File: config.mk
export PLATFORM = sky130hd
export DESIGN_NAME = uart_transmitter_fifo_flat
export DESIGN_NICKNAME = d
export VERILOG_FILES = /design/src/rtl/uart_transmitter_fifo_if.sv /design/src/rtl/uart_transmitter_fifo.sv /design/src/flat_wrapper.sv
export SDC_FILE = /design/constraint.sdc
export NUM_CORES = 1
export LEC_CHECK = 0
export ABC_AREA = 1
export CORE_ASPECT_RATIO = 0.9
export CORE_UTILIZATION = 41
export CTS_CLUSTER_SIZE = 14
export DETAILED_ROUTE_END_ITERATION = 10
export PLACE_DENSITY_LB_ADDON = 0.2
export SYNTH_ARGS = -nofsm -noshare
export SYNTH_HDL_FRONTEND = slang
export SYNTH_SLANG_ARGS = --single-unit
File: constraint.sdc
create_clock -name clk -period 4.45 [get_ports clk]
set_clock_uncertainty 0.2 [all_clocks]
set_input_delay 0.6675 -clock clk [delete_from_list [all_inputs] [get_ports clk]]
set_output_delay 0.6675 -clock clk [all_outputs]
set_load 0.01 [all_outputs]
File: src/rtl/uart_transmitter_fifo_if.sv
// Push-side bus of the FIFO-backed UART transmitter: word, push strobe, back-pressure and fill level.
interface uart_transmitter_fifo_if #(
    parameter int DATA_WIDTH = 8,
    parameter int FIFO_DEPTH = 4
);
    localparam int CW = $clog2(FIFO_DEPTH) + 1;

    logic [DATA_WIDTH-1:0] dataIn;
    logic                  txStart;
    logic                  TxReady;
    logic [CW-1:0]         fifoCount;

    modport master (output dataIn, output txStart, input TxReady, input fifoCount);
    modport slave  (input dataIn, input txStart, output TxReady, output fifoCount);
endinterface

File: src/rtl/uart_transmitter_fifo.sv
// UART transmitter with a TX FIFO, configurable word width, optional parity and 1/2 stop bits.
// Bit timing is OVERSAMPLE baudTick strobes per bit; frames are sent back to back while queued.
module uart_transmitter_fifo #(
    parameter int DATA_WIDTH = 8,
    parameter int OVERSAMPLE = 16,
    parameter int PARITY     = 0,
    parameter int STOP_BITS  = 1,
    parameter int FIFO_DEPTH = 4
) (
    input  logic                    clk,
    input  logic                    rstN,
    input  logic                    baudTick,
    uart_transmitter_fifo_if.slave  bus,
    output logic                    tx,
    output logic                    txBusy,
    output logic                    txDone
);
    localparam int AW = $clog2(FIFO_DEPTH);
    localparam int CW = AW + 1;
    localparam int TW = (OVERSAMPLE > 1) ? $clog2(OVERSAMPLE) : 1;
    localparam int BW = $clog2(DATA_WIDTH);

    localparam logic [2:0] S_IDLE  = 3'd0;
    localparam logic [2:0] S_START = 3'd1;
    localparam logic [2:0] S_DATA  = 3'd2;
    localparam logic [2:0] S_PAR   = 3'd3;
    localparam logic [2:0] S_STOP  = 3'd4;

    logic [DATA_WIDTH-1:0] mem_q [FIFO_DEPTH];
    logic [AW-1:0]         wr_ptr_q, wr_ptr_d, rd_ptr_q, rd_ptr_d;
    logic [CW-1:0]         count_q, count_d;
    logic [2:0]            state_q, state_d;
    logic [TW-1:0]         tick_cnt_q, tick_cnt_d;
    logic [BW-1:0]         bit_cnt_q, bit_cnt_d;
    logic [DATA_WIDTH-1:0] shift_q, shift_d;
    logic                  par_q, par_d;
    logic                  tx_q, tx_d;
    logic                  done_q, done_d;
    logic                  ready, push, pop, fifo_empty, bit_end;
    logic [DATA_WIDTH-1:0] head;

    function automatic logic parity_of(input logic [DATA_WIDTH-1:0] w);
        return (PARITY == 1) ? ~(^w) : (^w);
    endfunction

    assign ready         = (count_q < CW'(FIFO_DEPTH));
    assign bus.TxReady   = ready;
    assign bus.fifoCount = count_q;
    assign push          = bus.txStart & ready;
    assign fifo_empty    = (count_q == '0);
    assign head          = mem_q[rd_ptr_q];
    assign bit_end       = baudTick && (tick_cnt_q == TW'(OVERSAMPLE - 1));

    always_comb begin
        state_d    = state_q;
        tick_cnt_d = tick_cnt_q;
        bit_cnt_d  = bit_cnt_q;
        shift_d    = shift_q;
        par_d      = par_q;
        done_d     = 1'b0;
        pop        = 1'b0;
        if (state_q != S_IDLE && baudTick)
            tick_cnt_d = bit_end ? '0 : tick_cnt_q + TW'(1);
        case (state_q)
            S_IDLE: begin
                if (!fifo_empty) begin
                    pop        = 1'b1;
                    tick_cnt_d = '0;
                end
            end
            S_START: begin
                if (bit_end) begin
                    state_d   = S_DATA;
                    bit_cnt_d = '0;
                end
            end
            S_DATA: begin
                if (bit_end) begin
                    shift_d = shift_q >> 1;
                    if (bit_cnt_q == BW'(DATA_WIDTH - 1)) begin
                        state_d   = (PARITY != 0) ? S_PAR : S_STOP;
                        bit_cnt_d = '0;
                    end else begin
                        bit_cnt_d = bit_cnt_q + BW'(1);
                    end
                end
            end
            S_PAR: begin
                if (bit_end) begin
                    state_d   = S_STOP;
                    bit_cnt_d = '0;
                end
            end
            S_STOP: begin
                if (bit_end) begin
                    if (bit_cnt_q == BW'(STOP_BITS - 1)) begin
                        done_d    = 1'b1;
                        bit_cnt_d = '0;
                        state_d   = S_IDLE;
                        pop       = !fifo_empty;
                    end else begin
                        bit_cnt_d = bit_cnt_q + BW'(1);
                    end
                end
            end
            default: state_d = S_IDLE;
        endcase
        // A pop always launches a new frame, from IDLE or straight out of the last stop bit.
        if (pop) begin
            shift_d = head;
            par_d   = parity_of(head);
            state_d = S_START;
        end
    end

    always_comb begin
        case (state_d)
            S_START: tx_d = 1'b0;
            S_DATA:  tx_d = shift_d[0];
            S_PAR:   tx_d = par_d;
            default: tx_d = 1'b1;
        endcase
    end

    always_comb begin
        wr_ptr_d = push ? wr_ptr_q + AW'(1) : wr_ptr_q;
        rd_ptr_d = pop  ? rd_ptr_q + AW'(1) : rd_ptr_q;
        case ({push, pop})
            2'b10:   count_d = count_q + CW'(1);
            2'b01:   count_d = count_q - CW'(1);
            default: count_d = count_q;
        endcase
    end

    always_ff @(posedge clk or negedge rstN) begin
        if (!rstN) begin
            wr_ptr_q   <= '0;
            rd_ptr_q   <= '0;
            count_q    <= '0;
            state_q    <= S_IDLE;
            tick_cnt_q <= '0;
            bit_cnt_q  <= '0;
            tx_q       <= 1'b1;
            done_q     <= 1'b0;
        end else begin
            wr_ptr_q   <= wr_ptr_d;
            rd_ptr_q   <= rd_ptr_d;
            count_q    <= count_d;
            state_q    <= state_d;
            tick_cnt_q <= tick_cnt_d;
            bit_cnt_q  <= bit_cnt_d;
            tx_q       <= tx_d;
            done_q     <= done_d;
        end
    end

    always_ff @(posedge clk) begin
        shift_q <= shift_d;
        par_q   <= par_d;
        if (push)
            mem_q[wr_ptr_q] <= bus.dataIn;
    end

    assign tx     = tx_q;
    assign txBusy = (state_q != S_IDLE);
    assign txDone = done_q;
endmodule
File: src/flat_wrapper.sv
// flat-port wrapper written by rule: the top's interface ports become plain ports
module uart_transmitter_fifo_flat 
#(
    parameter int DATA_WIDTH = 8,
    parameter int OVERSAMPLE = 16,
    parameter int PARITY     = 0,
    parameter int STOP_BITS  = 1,
    parameter int FIFO_DEPTH = 4
)
  (clk, rstN, baudTick, tx, txBusy, txDone, bus_dataIn, bus_txStart, bus_TxReady, bus_fifoCount);
  uart_transmitter_fifo_if #(.DATA_WIDTH(DATA_WIDTH), .FIFO_DEPTH(FIFO_DEPTH)) bus_i ();
  input  logic clk;
  input  logic rstN;
  input  logic baudTick;
  output logic tx;
  output logic txBusy;
  output logic txDone;
  input wire logic [$bits(bus_i.dataIn)-1:0] bus_dataIn;
  input wire logic [$bits(bus_i.txStart)-1:0] bus_txStart;
  output wire logic [$bits(bus_i.TxReady)-1:0] bus_TxReady;
  output wire logic [$bits(bus_i.fifoCount)-1:0] bus_fifoCount;
  assign bus_i.dataIn = bus_dataIn;
  assign bus_i.txStart = bus_txStart;
  assign bus_TxReady = bus_i.TxReady;
  assign bus_fifoCount = bus_i.fifoCount;
  uart_transmitter_fifo #(.DATA_WIDTH(DATA_WIDTH), .OVERSAMPLE(OVERSAMPLE), .PARITY(PARITY), .STOP_BITS(STOP_BITS), .FIFO_DEPTH(FIFO_DEPTH)) u_core (.clk(clk), .rstN(rstN), .baudTick(baudTick), .bus(bus_i), .tx(tx), .txBusy(txBusy), .txDone(txDone));
endmodule
## Word-level counts from Yosys, hierarchy flattened

Memories as Yosys holds them, arrays and structs flattened.
Index checks and enable logic that the tools add are counted.

| word-level totals | value |
|---|---|
| register bits | 28 |
| latch bits | 0 |
| RAM bits | 32 |
| memory bits (read-only) | 0 |
| bits of input ports | 12 |
| output and inout bits | 7 |
| memories | 1 |

| operators by class | value |
|---|---|
| add/sub/neg operators | 6 |
| multipliers | 0 |
| div/mod/pow operators | 0 |
| $lt $le $gt $ge | 1 |
| equality and inequality tests | 14 |
| shift operators | 0 |
| mux-type cells | 33 |
| bitwise gates (word level) | 1 |
| reductions and logical operators | 15 |

Memory list:

| name | words | width | rd ports | clocked after memory_dff | wr ports | RTL line | source |
|---|---|---|---|---|---|---|---|
| u_core.mem_q | 4 | 8 | 1 | 0 | 1 | uart_transmitter_fifo.sv:29 | `logic [DATA_WIDTH-1:0] mem_q [FIFO_DEPTH];` |

Operators by type and width:

| kind | count |
|---|---|
| $mux W3 | 12 |
| $mux W8 | 3 |
| $mux W4 | 4 |
| $pmux W3 S5 | 1 |
| $eq A3 B2 Y1 const B | 4 |
| $logic_not A3 Y1 | 3 |
| $mux W1 | 9 |
| $pmux W3 S3 | 1 |
| $reduce_xor A8 Y1 | 1 |
| $add A3 B1 Y3 const B | 2 |
| $eq A3 B1 Y1 const B | 2 |
| $eq A3 B3 Y1 const B | 2 |
| $ne A2 B1 Y1 const B | 3 |
| $pmux W3 S2 | 1 |
| $reduce_bool A2 Y1 | 3 |
| $reduce_bool A3 Y1 | 2 |
| $add A2 B1 Y2 const B | 2 |
| $add A4 B1 Y4 const B | 1 |
| $eq A4 B4 Y1 const B | 1 |
| $reduce_and A4 Y1 | 1 |
| $lt A3 B3 Y1 const B | 1 |
| $pmux W1 S3 | 1 |
| $sub A3 B1 Y3 const B | 1 |
| $eq A2 B1 Y1 const B | 1 |
| 7 further kinds | 8 |

## Depth between registers and ports, before layout

| logic depth | value |
|---|---|
| depth in word-level cells | 8 |
| mapped depth | 16 |
| depth with buffers taken out | 15 |

## Least setup slack after synthesis

OpenSTA, ideal clock, no wires.

| timing | value |
|---|---|
| kind | in2reg |
| start point | input port baudTick |
| end point | register u_core.count_q[2], in the netlist u_core.bus.fifoCount[2] |
| setup time | 131 ps |
| arrival | 2244 ps |
| required time | 4119 ps |
| slack | 1875 ps |
| stages | 14 |
| cell sequence | nand2_1 inv_1 nand2_2 inv_2 nand2_2 nand2_1 nand2_2 inv_1 ha_1 inv_1 fa_1 a21oi_1 o21ai_0 xor2_1 |

| between the ends | value |
|---|---|
| longest elaborated chain between the ends | 5 |
| elaborated cells between the ends (all ways) | 7 |

Ends and longest elaborated chain:

| what | RTL line | source |
|---|---|---|
| start, declared | flat_wrapper.sv:14 | `input logic baudTick;` |
| $logic_and A1 B1 Y1 (*) | uart_transmitter_fifo.sv:52 | `assign bit_end = baudTick && (tick_cnt_q == TW'(OVERSAMPLE - 1));` |
| $mux W1 (*) | uart_transmitter_fifo.sv:95 | `if (bit_end) begin` |
| $pmux W1 S2 (*) | uart_transmitter_fifo.sv:64 | `case (state_q)` |
| net u_core.pop | uart_transmitter_fifo.sv:39 | `logic ready, push, pop, fifo_empty, bit_end;` |
| $eq A2 B1 Y1 or $eq A2 B2 Y1 (tied branches) | uart_transmitter_fifo.sv:128 | `case ({push, pop})` |
| $pmux W3 S2 or $reduce_bool A2 Y1 (tied branches) | n/a |  |
| end signal, assigned | uart_transmitter_fifo.sv:148 | `count_q <= count_d;` |
| end, declared | uart_transmitter_fifo.sv:31 | `logic [CW-1:0] count_q, count_d;` |

The timed path passes the listed nets; every way through them passes the cells marked *.
A chain may end at the register's enable or synchronous reset.

## Worst setup path in the final report

Ends and elaborated chain as after synthesis.

==> impl_metrics.toml <==
[placement]
pre_cts_ws_ns = 1.04
io_buffers = 18
place_congestion = 0.792
post-dp-hpwl_um = 3730

[route]
vias = 2090
wl_per_cell_um = 11.9
drtIter0Drc = 74
via_per_inst = 4.76
wirelength_um = 5220
ant_nets = 0
firstDrtPassIters = 5
remaining_drc_errors = 0

[die]
die_area_sq_um = 7640
initial_core_util_pct = 42.5
row_count = 29
die_x_um = 92.0
io_pins = 19
core_area_sq_um = 7040
die_y_um = 83.0

[sta]
worstMarginPinSlew_ns = 0.866
tns_ns = 0
rsz0062_at_grt = "no"
setup_viol = 0
slew_headroom_pct = 42.1
final_hold_viol_count = 0
setup_slack_ns = 1.42
maxSlewViolCount = 0
period_share_pct = 68.1
period_minus_slack_ns = 3.03
fmax_mhz = 330

[clock_network]
clock_latency_ns = 0.34
numCtsBuffers = 9
clock_path_buffers = 2
clockRootBuffer = "clkbuf_8"
post_cts_buffers = 0
cts_sinks = 60
clk_pin_slew_worst_paths_ns = 0.07
htreeDepth = 3
post_cts_resized = 0
cts_hold_buf = 0
cts_tree = "built"

[global_routing]
met1_usage_pct = 20.4
grt_start_max_net_pins = 20
grt_pass1_vias = 1892
overflow = 0
met2_usage_pct = 23.5
grt_usage_pct = 15.6
grt_pass1_wl_um = 8980
antenna_found_initial = 0
use_met3_pct = 5.22
top_usage_layer = "met2"

[worst_setup_path]
cp_max_fo = 11
startpoint_type = "input pin"
cp_cell_sequence = "clkdlybuf4s50_1, nand2_1, inv_1, nand2_2, inv_2, nand2_2, nand2_1, nand2_2, inv_1, ha_1, inv_1, fa_1, a21oi_1, o21ai_0, xor2_1"
crit_type = "in -> reg"
slowest_delay_ns = 0.48
required_ns = 4.46
critPathArrivalTime_ns = 3.04
crit_path_top_delay_cell = "clkdlybuf4s50_1"
crit_path_end_kind = "flip-flop"

[power]
power_density_nw_per_um2 = 652
power_leakage_nw = 1.52
peakVddDrop_v = 0.000280

[finish]
final_cell_mix = "nand2_1, edfxtp_1, inv_1"
areaGrowthSynthToFinish_pct = 14.3
diodes = 0
ff_latch_area_sq_um = 1690
finalNetCount = 363
layout_commonest_cell = "nand2_1"
drive_gt1_share_pct = 13.3
nFillCells = 676
multiInputGateArea_sq_um = 1090

[min_path]
hp-class = "reg -> reg"

[logic_synthesis]
ys_warn_count = 0
synthCells = 318
async_reset_ff_share_pct = 31.7
yosysSeqAreaShare_pct = 56.4
syn_area_per_cell_sq_um = 9.41
mappedNetlistArea_sq_um = 2990
ys_ff_latch = 60
synth_edf_count = 39
ys_types = 31
syn_nets = 340
yosys_most_used_dff = "edfxtp_1"

[run]
drv_cap = 0

[outcome]
status = "complete, no violations"
==> routing by layer <==
layer	routed length (um)	share of wire (%)	vias up
met3	186	3.6	5
li1	-	-	1077
met5	0	0	-
met2	2460	47	26
met1	2520	48	982
met4	58	1.1	0
==> kinds of logic after synthesis <==
logic type      count (synthesis)  synth area share (%)
buf+inv                        46                  7.19
flops                          60                  56.4
simple gates                  171                  25.6
fa+ha+maj                      10                  4.43
compound gates                 26                  4.89
xor+xnor                        5                  1.46
==> through the flow <==
stage	instances	hold WS (ns)	power (W)	cell area, sq um	utilization [%]
global placement	423	0.285	0.00176	3230	45.9
floorplan	318	0.172	0.00157	2990	-
detailed placement	423	0.284	0.00178	3230	45.9
CTS	439	0.295	0.00226	3420	48.6
global route	439	0.325	0.00244	3420	48.6
finish	439	0.307	0.00223	3420	48.6
==> state kept, by name, summed over array words and instances, names as in the netlist <==
name and count:
u_core.tick_cnt_q 4, u_core.state_q 3, u_core.wr_ptr_q 2, u_core.mem_q 32
u_core.shift_q 8, u_core.par_q 1, u_core.txDone 1, u_core.tx 1
u_core.rd_ptr_q 2, u_core.bit_cnt_q 3, u_core.bus.fifoCount 3
==> where the power goes <==
part | switching [W] | total (W) | leakage [nW] | internal (W)
Sequential | 0.000121 | 0.000868 | 0.596 | 0.000747
Combinational | 0.000565 | 0.000892 | 0.836 | 0.000327
Clock | 0.000214 | 0.000469 | 0.0926 | 0.000255
Total | 0.000900 | 0.00223 | 1.52 | 0.00133
==> worst max-delay path: cells and delay by family <==
family                   cells  cell delay, ns
buffers and inverters        5            0.97
adder cells (fa/ha/maj)      2            0.55
AND/OR/NAND/NOR              5            0.44
AO/OA/AOI/OAI                2            0.25
XOR/XNOR                     1            0.16
==> layout make-up <==
type / count / share of cell area [%]
Clock buffer: 9 / 3.62
Clock inverter: 7 / 1.98
Inverter: 40 / 4.54
Multi-Input combinational cell: 212 / 31.8
Sequential cell: 60 / 49.4
Tap cell: 93 / 3.40
Timing Repair Buffer: 18 / 5.27
==> path summary, 6_finish.rpt <==
check	from	slack (ns)	endpoint	depth (start not counted)
setup / recovery	baudTick	1.42	u_core.bus.fifoCount[2]	15
hold / removal	u_core.tick_cnt_q[2]	0.31	u_core.tick_cnt_q[2]	1
setup reg to reg	u_core.tick_cnt_q[0]	1.67	u_core.bus.fifoCount[2]	15
hold reg to reg	u_core.tick_cnt_q[2]	0.31	u_core.tick_cnt_q[2]	1
max in group asynchronous	rstN	2.89	u_core.rd_ptr_q[0]	1
min in group asynchronous	rstN	0.62	u_core.tick_cnt_q[0]	1
==> cells in the mapped netlist (2+ instances only) <==
cell type  instances  share of area [%]
a21oi_1            7                1.2
buf_4              3               0.75
buf_6              2               0.75
dfrtp_1           18                 15
dfxtp_1            2                1.3
edfxtp_1          39                 39
ha_1               9                3.8
inv_1             35                4.4
inv_2              4               0.50
nand2_1           96                 12
nand2_2           16                3.3
nand3_1           21                3.5
nand3_2            5                1.7
nand4_1            2               0.42
nor2_1            24                3.0
o21ai_0           16                2.7
or2_2              2               0.42
xor2_1             4                1.2
(Power assumes the default switching activity.)
